File: src/rtl/dm_arbiter.sv
// Data-memory arbiter: round-robin CPU/debug sharing of a single-port memory,
// bounds checking, and a sequenced zero-fill sweep that locks out both requesters.

module dm_arb_port #(
  parameter int DEPTH = 3072,
  parameter int IDX_W = 12
) (
  input  logic [29:0]      waddr,
  output logic [IDX_W-1:0] idx,
  output logic             oob
);
  // A full word-address compare covers both the index range and stray high bits.
  assign idx = waddr[IDX_W-1:0];
  assign oob = (waddr >= 30'(DEPTH));
endmodule

module dm_arbiter #(
  parameter int DEPTH = 3072,
  parameter int IDX_W = 12
) (
  input  logic        clk,
  input  logic        reset,
  input  logic        cpu_req,
  input  logic        cpu_we,
  input  logic [31:0] cpu_addr,
  input  logic [31:0] cpu_wd,
  output logic        cpu_gnt,
  output logic        cpu_stall,
  output logic [31:0] cpu_rd,
  input  logic        dbg_req,
  input  logic        dbg_we,
  input  logic [31:0] dbg_addr,
  input  logic [31:0] dbg_wd,
  output logic        dbg_gnt,
  output logic [31:0] dbg_rd,
  output logic        dbg_rvalid,
  output logic        oob_err,
  input  logic        clr_start,
  output logic        clr_busy,
  output logic        clr_done,
  output logic        mem_we,
  output logic [31:0] mem_addr,
  output logic [31:0] mem_wd,
  input  logic [31:0] mem_rd
);
  localparam int NUM_REQ = 2;
  localparam int CPU     = 0;
  localparam int DBG     = 1;
  localparam logic [IDX_W-1:0] LAST_IDX = IDX_W'(DEPTH - 1);

  typedef struct packed {
    logic        we;
    logic [31:0] addr;
    logic [31:0] wd;
  } req_t;

  typedef enum logic [1:0] {IDLE, CLEAR, DONE} clr_state_t;

  clr_state_t                     state;
  logic [IDX_W-1:0]               clr_idx;
  logic                           last;   // 1: debug was granted most recently
  req_t [NUM_REQ-1:0]             req;
  logic [NUM_REQ-1:0]             gnt;
  logic [NUM_REQ-1:0]             oob;
  logic [NUM_REQ-1:0][IDX_W-1:0]  idx;
  logic                           arb_en;
  logic                           win;

  assign req[CPU] = '{we: cpu_we, addr: cpu_addr, wd: cpu_wd};
  assign req[DBG] = '{we: dbg_we, addr: dbg_addr, wd: dbg_wd};

  for (genvar g = 0; g < NUM_REQ; g++) begin : g_port
    dm_arb_port #(.DEPTH(DEPTH), .IDX_W(IDX_W)) u_port (
      .waddr (req[g].addr[31:2]),
      .idx   (idx[g]),
      .oob   (oob[g])
    );
  end

  assign arb_en   = ~reset & (state == IDLE);
  assign gnt[CPU] = arb_en & cpu_req & (~dbg_req | last);
  assign gnt[DBG] = arb_en & dbg_req & (~cpu_req | ~last);
  assign win      = gnt[DBG];

  assign cpu_gnt   = gnt[CPU];
  assign dbg_gnt   = gnt[DBG];
  assign cpu_stall = cpu_req & ~gnt[CPU];
  assign cpu_rd    = oob[CPU] ? '0 : mem_rd;

  always_comb begin
    mem_we   = 1'b0;
    mem_addr = '0;
    mem_wd   = '0;
    if (~reset && state == CLEAR) begin
      mem_we   = 1'b1;
      mem_addr = {{(30-IDX_W){1'b0}}, clr_idx, 2'b00};
    end else if (|gnt) begin
      mem_we   = req[win].we & ~oob[win];
      mem_addr = {{(30-IDX_W){1'b0}}, idx[win], 2'b00};
      mem_wd   = req[win].wd;
    end
  end

  always_ff @(posedge clk or posedge reset) begin
    if (reset) begin
      state      <= IDLE;
      clr_idx    <= '0;
      last       <= 1'b1;
      dbg_rd     <= '0;
      dbg_rvalid <= 1'b0;
      oob_err    <= 1'b0;
      clr_done   <= 1'b0;
      clr_busy   <= 1'b0;
    end else begin
      if (|gnt) last <= gnt[DBG];
      dbg_rvalid <= gnt[DBG] & ~dbg_we;
      if (gnt[DBG] & ~dbg_we) dbg_rd <= oob[DBG] ? '0 : mem_rd;
      oob_err  <= |(gnt & oob);
      clr_done <= 1'b0;
      case (state)
        IDLE: if (clr_start) begin
          state    <= CLEAR;
          clr_idx  <= '0;
          clr_busy <= 1'b1;
        end
        CLEAR: begin
          if (clr_idx == LAST_IDX) begin
            state    <= DONE;
            clr_idx  <= '0;
            clr_done <= 1'b1;
          end else begin
            clr_idx <= clr_idx + 1'b1;
          end
        end
        DONE: begin
          state    <= IDLE;
          clr_busy <= 1'b0;
        end
        default: begin
          state    <= IDLE;
          clr_busy <= 1'b0;
        end
      endcase
    end
  end
endmodule
File: config.mk
export PLATFORM = sky130hd
export DESIGN_NAME = dm_arbiter
export DESIGN_NICKNAME = d
export VERILOG_FILES = /design/src/rtl/dm_arbiter.sv
export SDC_FILE = /design/constraint.sdc
export NUM_CORES = 1
export LEC_CHECK = 0
export ABC_AREA = 1
export BUFFER_PORTS_ARGS = -buffer_cell sky130_fd_sc_hd__buf_2
export CAP_MARGIN = 5
export CORE_AREA = 5 5 113 115
export DETAILED_ROUTE_END_ITERATION = 12
export DIE_AREA = 0 0 118 120
export PLACE_DENSITY = 0.78
export SLEW_MARGIN = 10
export SYNTH_ARGS = -nofsm -noshare
export SYNTH_HDL_FRONTEND = slang
export SYNTH_HIERARCHICAL = 1
export SYNTH_SLANG_ARGS = --single-unit
File: constraint.sdc
create_clock -name clk -period 1.5 [get_ports clk]
set_input_delay 0.075 -clock clk [delete_from_list [all_inputs] [get_ports clk]]
set_output_delay 0.075 -clock clk [all_outputs]
set_load 0.01 [all_outputs]
==> results of run 1 <==
-- per-layer routing --
| layer | global-route usage [%] | vias to the layer above | wire, um |
|---|---|---|---|
| li1 | - | 2345 | - |
| met1 | 21.8 | 2019 | 5780 |
| met2 | 33.7 | 232 | 7130 |
| met3 | 6.55 | 23 | 1430 |
| met4 | 7.53 | 0 | 477 |
| met5 | 0 | - | 0 |
-- sequential cells by signal, indices dropped and copies added, names as in the netlist --
signal,cells
dbg_rd,32
clr_idx,12
state,2
clr_busy,1
clr_done,1
dbg_rvalid,1
last,1
oob_err,1
-- worst max-delay path, stage by stage, from the launching register on --
cell and delay (ns):
dfrtp_1 0.41, nor2_4 0.17, nand2_4 0.08, nor2_4 0.13
buf_12 0.17, buf_4 0.15, a21oi_1 0.04, nor2_1 0.14
buf_2 0.16
-- synthesized netlist by cell type (4+ instances only) --
cell type	instances
nand2_1	168
buf_6	9
o21ai_2	10
dfrtp_1	50
a21oi_1	33
buf_4	49
o21ai_0	26
clkbuf_1	12
o21ai_1	12
nand3_1	14
nor2_1	139
inv_1	57
xor2_1	4
-- through the flow --
| stage | hold slack [ns] | area [um2] | worst slack [ns] |
|---|---|---|---|
| floorplan | 0.0178 | 3920 | 0.111 |
| global placement | -0.0239 | 5350 | -0.00987 |
| detailed placement | -0.0173 | 5350 | -0.0370 |
| CTS | 0.0235 | 5640 | -0.309 |
| global route | 0.0278 | 5780 | -0.395 |
| finish | 0.0313 | 5780 | -0.316 |
-- path summary, 6_finish.rpt --
path / start / endpoint / slack, ns / cells past startpoint
worst max-delay path: state[1]$_DFFE_PP0P_ / mem_wd[10] / -0.32 / 8
worst min-delay path: mem_rd[29] / dbg_rd[29]$_DFFE_PP0P_ / 0.03 / 3
worst max register to register: state[1]$_DFFE_PP0P_ / dbg_rd[23]$_DFFE_PP0P_ / 0.04 / 8
worst min register to register: dbg_rd[6]$_DFFE_PP0P_ / dbg_rd[6]$_DFFE_PP0P_ / 0.48 / 2
max in group asynchronous: reset / dbg_rd[2]$_DFFE_PP0P_ / 0.65 / 4
min in group asynchronous: reset / last$_DFFE_PP1P_ / 0.14 / 3
-- layout by cell type, fill, tap and decap left out, types with 7 or more instances in the layout --
| master | Yosys | layout |
|---|---|---|
| buf_4 | 49 | 38 |
| nand2_2 | 2 | 15 |
| a21oi_2 | 0 | 7 |
| nor2_1 | 139 | 139 |
| nand3_1 | 14 | 14 |
| o21ai_0 | 26 | 14 |
| o21ai_2 | 10 | 15 |
| o21ai_1 | 12 | 19 |
| a21oi_1 | 33 | 26 |
| nand2_1 | 168 | 153 |
| conb_1 | 1 | 20 |
| inv_1 | 57 | 57 |
| dfrtp_1 | 50 | 50 |
| buf_2 | 2 | 271 |
-- repair_timing --
item | CTS | global route
pin swaps | 2 | 1
hold endpoints to repair | 16 | 3
endpoints found under the setup margin | 73 | 79
gates resized for setup | 31 | 28
cloned | 0 | 2
hold buffers | 2 | 1
buffers inserted | 1 | 1
-- area by class of cell --
type / instances / area share [%]
flip-flops and latches: 51 / 22.1
clock inverters: 3 / 0.823
clock buffers: 5 / 2.17
multi-input cells: 442 / 34.7
inverters: 59 / 3.88
well taps: 147 / 3.18
repair buffers: 326 / 33.2
-- power by group through the flow --
stage	clock (mW)	combinational [mW]	sequential, mW
global placement	0	0.376	1.40
finish	1.35	0.400	1.37
floorplan	0	0.193	1.40
CTS	1.38	0.395	1.37
detailed placement	0	0.381	1.40
global route	1.43	0.448	1.37
-- logic make-up after synthesis --
| logic type | after synthesis |
|---|---|
| fa+ha+maj | 1 |
| other cells | 1 |
| compound gates | 82 |
| buf+inv | 131 |
| flops | 51 |
| xor+xnor | 4 |
| simple gates | 335 |
==> results.md, run 1 <==
Layout:
- The post-route netlist has 42.8% of its cells at a drive strength greater than 1.
- Once layout is complete, the cells apart from fillers number 1,033.
- Counting the fill cells in the layout gives 1,156.
- The utilization of the core after routing is 49.3%.
- The register area is 1280 um2.
- The final layout contains 1,053 nets.
- The signed area change from the synthesized netlist to the final layout is 50.1%.
- The number of antenna diodes is 0.
- Summing all multi-input logic gate instances after layout gives 2000 um2.

Power and ir drop:
- Per report_power, the clock group accounts for 43.2% of the total.
- The switching part of the total power is 24.2%.
- Overall power consumption after layout is estimated at 3.12 mW.
- The power share of the combinational group is 12.8%.
- The reported net switching power is 0.755 mW.
- For this design the static power due to leakage is 3.49 nW.
- Registers are responsible for 44.0% of the overall power.
- Cell internal power was estimated by the tool at 2.37 mW.
- VDD sags by at most 0.441 mV.
- Power spread over the standard cell area amounts to 540 nW/um2.

Yosys:
- Each instance of the synthesized netlist takes up on average 6.36 um2.
- The number of synthesized flops with an enable pin is 0.
- The synthesized flop and latch total is 51.
- The count of unique library cells instantiated by Yosys is 26.
- Sorting the synthesized cells by area gives the leading types as dfrtp_1 33%, nand2_1 16%, nor2_1 14%.
- Yosys printed 6 warnings.
- In this run the cell area of the synthesized design comes to 3850 um2.
- The fraction of the mapped netlist area in simple logic gates is 34.4%.
- The proportion of synthesized flip-flops having asynchronous set or reset is 100%.
- Summing the areas of all xor and xnor instances in the mapped netlist gives 0.910% of the synthesized area.
- Of the total synthesized cell area, the portion taken by full adders, half adders and majority gates is 0.325%.
- The most instantiated flip-flop cell in the synthesis netlist is dfrtp_1.
- The sequential-to-total area share from yosys stat is 33.2%.
- The compound-gate portion of the synthesized area is 11.7%.
- In the synthesized netlist, mux cells make up 0% of the area.
- The gate count of the mapped netlist is 605.
- After synthesis, the largest family of logic cells by area is simple AND/OR/NAND/NOR gates.
- Of all cell types, the one taking the most synthesized area is dfrtp_1.
- The share of the synthesized area in the top cell type is 32.5%.

Status:
- The final reports fail on setup timing.
- The run finished, with violations left.

Clocking:
- The clock tree from TritonCTS is yes.
- The H-tree was split into 2 levels.
- The maximum buffer depth of the clock tree is 2.
- The clock latency at the later pin of the worst-skew pair is 0.30 ns.
- The total clock sinks is 51.
- The number of buffers created by CTS is 5.
- The clock edge transition at the registers on the reported setup and hold paths is 0.07 ns.
- The root cell of the clock tree is clkbuf_16.

Critical path:
- In this run the worst path has a maximum fanout of 20.
- Data on the critical path arrives at its endpoint at 1.74 ns.
- The startpoint-to-endpoint class of the critical path is flop to output port.
- The worst setup path is launched from a flop.
- STA classifies the critical path endpoint as an output port.
- The required time of the worst setup path is 1.42 ns.

Place:
- At the end of routability-driven placement, the weighted congestion stood at 0.886.
- During placement, the flow inserted port buffers numbering 278.
- After legalization and detailed placement, the total HPWL measured 12,000 um.
- The number of instances in the placed design is 1,018.

STA:
- The post-route minimum period is 1.82 ns.
- For the final routed database, the setup TNS stands at -11.50 ns.
- The final max-slew violation count was 0.
- The final cycle utilization of the critical path is 121%.
- Setup repair after global routing could not meet its margin everywhere.
- The final-report hold violation count came to 0.
- The final count of negative-setup-slack endpoints is 48.
- Timing would allow up to 551 MHz.
- The clock arrives with 0.0137 ns of skew.
- Setup slack on the critical path of the routed design comes to -0.316 ns.

Global routing:
- The number of global-route vias before repair is 4,467.
- The global-route wire length before repair is 22,000 um.
- The initial antenna violation count is 0.
- The overall routing resource usage is 19.4%.
- Entering global routing, the biggest net connects 52 pins.
- Global routing finished with a remaining overflow of 0.

Floorplan:
- For this design the top-level I/O count stands at 303.
- The floorplan step set the die height to 120 um.
- The floorplan row count is 40.
- The region available for standard cell placement spans 11,700 um2.
- The die outline area is 14,200 um2.
- The die is 118 um wide.
- The effective utilization at floorplan is 32.9%.

Detailed routing:
- For this run, the detailed router's first-pass iteration total came to 5.
- The via density per instance is 4.47.
- For this run, design rule violations remaining after detail routing come to 0.
- In the final routed layout, each cell accounts on average for 14.3 um.
- The total number of vias is 4,619.
- The detail route stage leaves a number of antenna-violating nets equal to 0.
- For this block, the initial DRC count from the detailed router was 183.
- The final layout contains routed wiring with a total length of 14,800 um.

Flow run:
- The number of maximum-capacitance constraint violations is 0.

Worst hold path:
- The tightest min-delay check is of the input pin to flop type.
No activity file was read; power rests on OpenSTA's default activity.
==> run 2, diff against run 1 <==
--- a/config.mk
+++ b/config.mk
@@ -9,8 +9,8 @@
 export BUFFER_PORTS_ARGS = -buffer_cell sky130_fd_sc_hd__buf_2
 export CAP_MARGIN = 5
-export CORE_AREA = 5 5 113 115
+export CORE_MARGIN = 5
+export CORE_UTILIZATION = 24
 export DETAILED_ROUTE_END_ITERATION = 12
-export DIE_AREA = 0 0 118 120
-export PLACE_DENSITY = 0.78
+export PLACE_DENSITY = 0.61
 export SLEW_MARGIN = 10
 export SYNTH_ARGS = -nofsm -noshare
==> constraint.sdc (replaced) <==
create_clock -name clk -period 1.5 [get_ports clk]
set_input_delay 0.075 -clock clk [delete_from_list [all_inputs] [get_ports clk]]
set_output_delay 0.075 -clock clk [all_outputs]
set_load 0.05 [all_outputs]
==> results.md, run 2 (synthesis gave the netlist of run 1 again) <==
Status:
- The run finished, with violations left.
- The final reports fail on setup timing.

Global routing:
- The global-route wire length before repair was 23,600 um (+7.2%).
- The initial antenna violation count is 0 (unchanged).
- The pin count of the biggest net entering global routing is 45 (-13%).
- The number of global-route vias before repair was 4,532 (+1.5%).
- The residual overflow from global routing is 0 (unchanged).
- The overall routing resource usage came to 16.0% (-3.3 points).

STA:
- The sum of negative setup slack is -21.23 ns (-9.73 ns).
- The final max-slew violation count is 0 (unchanged).
- The fmax is 534 MHz (-3.1%).
- The final count of negative-setup-slack endpoints was 81 (+69%).
- Setup repair after global routing could not meet its margin everywhere.
- The final-report hold violation count was 0 (unchanged).
- The worst setup slack after layout is -0.374 ns (-0.0583 ns).
- The post-route minimum period is 1.87 ns (+0.0583 ns).
- At the pin with the least slew margin, the transition time is 0.585 ns.
- The final hold slack is 0.0374 ns (+0.00616 ns).
- The worst-case headroom to the max-slew limit is 61.0%.
- The final cycle utilization of the critical path is 125% (+3.9 points).
- The worst clock skew on the final layout was 0.00784 ns (-0.00583 ns).

Detailed routing:
- The count of TritonRoute iterations in the first routing pass is 4 (-1).
- The total number of vias is 4,739 (+2.6%).
- The sum of routed wire length over all layers is 16,900 um (+14%).
- The antenna violation net count after detailed routing is 0 (unchanged).
- The via density per instance is 4.25 (-5.0%).
- The number of remaining DRC errors was 0 (unchanged).
- The routed wire length per instance is 15.1 um (+5.6%).
- The initial DRC count is 171 (-6.6%).

Floorplan:
- The vertical die dimension is 137 um (+14%).
- The die width was 137 um (+16%).
- The I/O pin count came to 303 (unchanged).
- The core area is 15,800 um2 (+35%).
- The die outline area was 18,700 um2 (+32%).
- The floorplan row count is 46 (+15%).
- The effective utilization at floorplan is 24.3% (-8.5 points).

Layout:
- The fraction of layout instances using a drive strength above 1 is 53.1% (+10 points).
- The top register by number of flip-flops is dbg_rd.
- The area of all placed cells without fillers was 6930 um2 (+20%).
- From synthesis to final layout, the design area changed by 79.9%.
- Leaving out fill and tap cells, the most frequent cell in the layout is buf_2.
- The number of antenna diodes is 0 (unchanged).
- The largest registers in the layout are dbg_rd (32), clr_idx (12), state (2).
- The number of flip-flops in the largest register is 32 (unchanged).
- The total number of nets in the final design is 1,067 (+1.3%).
- The number of standard cells in the layout, taps in and fillers out is 1,116 (+8.0%).
- Leaving out fill and tap cells, the most frequent cells in the layout are 229 x buf_2, 142 x nand2_1, 96 x nor2_1.

Critical path:
- The largest stage delay on the critical path is 0.41 ns (about the same).
- The category of the worst setup path launch point is a flop.
- The worst reg-to-reg setup slack is -0.31 ns (-0.35 ns).
- The data arrival time of the critical path is 1.80 ns (+0.06 ns).
- Counting stages on the worst path, the most repeated cell is nor2_4.
- The worst setup path is captured at an output port.
- The top fanout value on the critical path is 9 (-55%).
- The startpoint-to-endpoint class of the critical path is flop to output port.
- The required time of the worst setup path is 1.42 ns (about the same).
- The signal on the critical path passes through nor2_4, nand2_4, nor2_4, buf_12, buf_12, a21oi_1, nor2_4, buf_6.
- The cell with the biggest individual delay on the critical path is dfrtp_1.

Place:
- The routability congestion estimate is 0.849 (-4.2%).
- The quantity of I/O buffers inserted on ports is 278 (unchanged).
- The post-detailed-placement half-perimeter wirelength is 12,600 um (+4.7%).
- The post-placement cell area is 5850 um2 (+9.3%).
- The number of instances in the placed design is 1,085 (+6.6%).

Power and ir drop:
- The cell leakage power is 3.67 nW (+5.1%).
- The largest vdd supply drop is 0.382 mV (-13%).
- The ratio of total power to cell area is 476 nW/um2 (-12%).

Clocking:
- TritonCTS built the clock tree.
- The tree is rooted in a clkbuf_16.
- The H-tree level count came to 2 (unchanged).
- The maximum buffer depth of the clock tree is 2 (unchanged).
- The number of buffers created by CTS was 5 (unchanged).
- The clock latency at the later pin of the worst-skew pair is 0.29 ns (about the same).
- The total clock sinks is 51 (unchanged).
- The clock edge transition at the registers on the reported setup and hold paths is 0.07 ns (about the same).

Worst hold path:
- The tightest min-delay check is of the input pin to flop type.

Flow run:
- The number of maximum-capacitance constraint violations is 0 (unchanged).
==> run 2: critical path, delay by kind of cell (launching register included) <==
family,cells,cell delay [ns]
buffers and inverters,3,0.45
DFF,1,0.41
and+or+nand+nor,4,0.52
AOI/OAI and AO/OA,1,0.12
==> run 2: what timing repair did <==
| item | in CTS | in global routing |
|---|---|---|
| setup buffers | 5 | 9 |
| setup endpoints to repair | 80 | 122 |
| pin swaps | 3 | 6 |
| hold buffers | 2 | 0 |
| gates cloned | 4 | 4 |
| hold endpoints to repair | 7 | 0 |
| resized for setup | 142 | 53 |
==> run 2: routing by layer <==
| metal | routed length [um] | up-vias | track usage [%] |
|---|---|---|---|
| met1 | 6800 | 2129 | 20.6 |
| li1 | - | 2371 | - |
| met2 | 8520 | 221 | 27.9 |
| met3 | 1380 | 18 | 3.31 |
| met5 | 0 | - | 0 |
| met4 | 199 | 0 | 2.91 |
==> run 2: worst paths after layout <==
| kind | from | to | depth (start not counted) |
|---|---|---|---|
| setup / recovery | state[0]$_DFFE_PP0P_ | mem_wd[20] | 8 |
| hold / removal | mem_rd[16] | dbg_rd[16]$_DFFE_PP0P_ | 3 |
| setup reg to reg | state[0]$_DFFE_PP0P_ | dbg_rd[1]$_DFFE_PP0P_ | 11 |
| hold reg to reg | dbg_rd[25]$_DFFE_PP0P_ | dbg_rd[25]$_DFFE_PP0P_ | 2 |
| max in group asynchronous | reset | clr_busy$_DFFE_PP0P_ | 4 |
| min in group asynchronous | reset | clr_idx[6]$_DFFE_PP0P_ | 4 |
==> run 2: layout make-up <==
| type | instances | area [um2] |
|---|---|---|
| flip-flops and latches | 51 | 1280 |
| clock inverters | 2 | 35.0 |
| multi-input cells | 442 | 2450 |
| clock buffers | 6 | 139 |
| well taps | 216 | 270 |
| repair buffers | 340 | 2520 |
| inverters | 59 | 226 |
| fillers | 1581 | 8900 |
==> run 2: power by group <==
part / switching (mW) / internal (mW)
Combinational: 0.356 / 0.217
Clock: 0.519 / 0.831
Sequential: 0 / 1.37
==> run 2: stage by stage <==
| step | total power [mW] | util (%) | setup slack (ns) |
|---|---|---|---|
| 2_1_floorplan | 1.73 | - | -0.125 |
| 3_3_place_gp | 1.93 | 37.0 | -0.153 |
| 3_5_place_dp | 1.93 | 37.0 | -0.153 |
| 4_1_cts | 3.35 | 41.7 | -0.389 |
| 5_1_grt | 3.43 | 43.8 | -0.450 |
| 6_report | 3.30 | 43.8 | -0.374 |
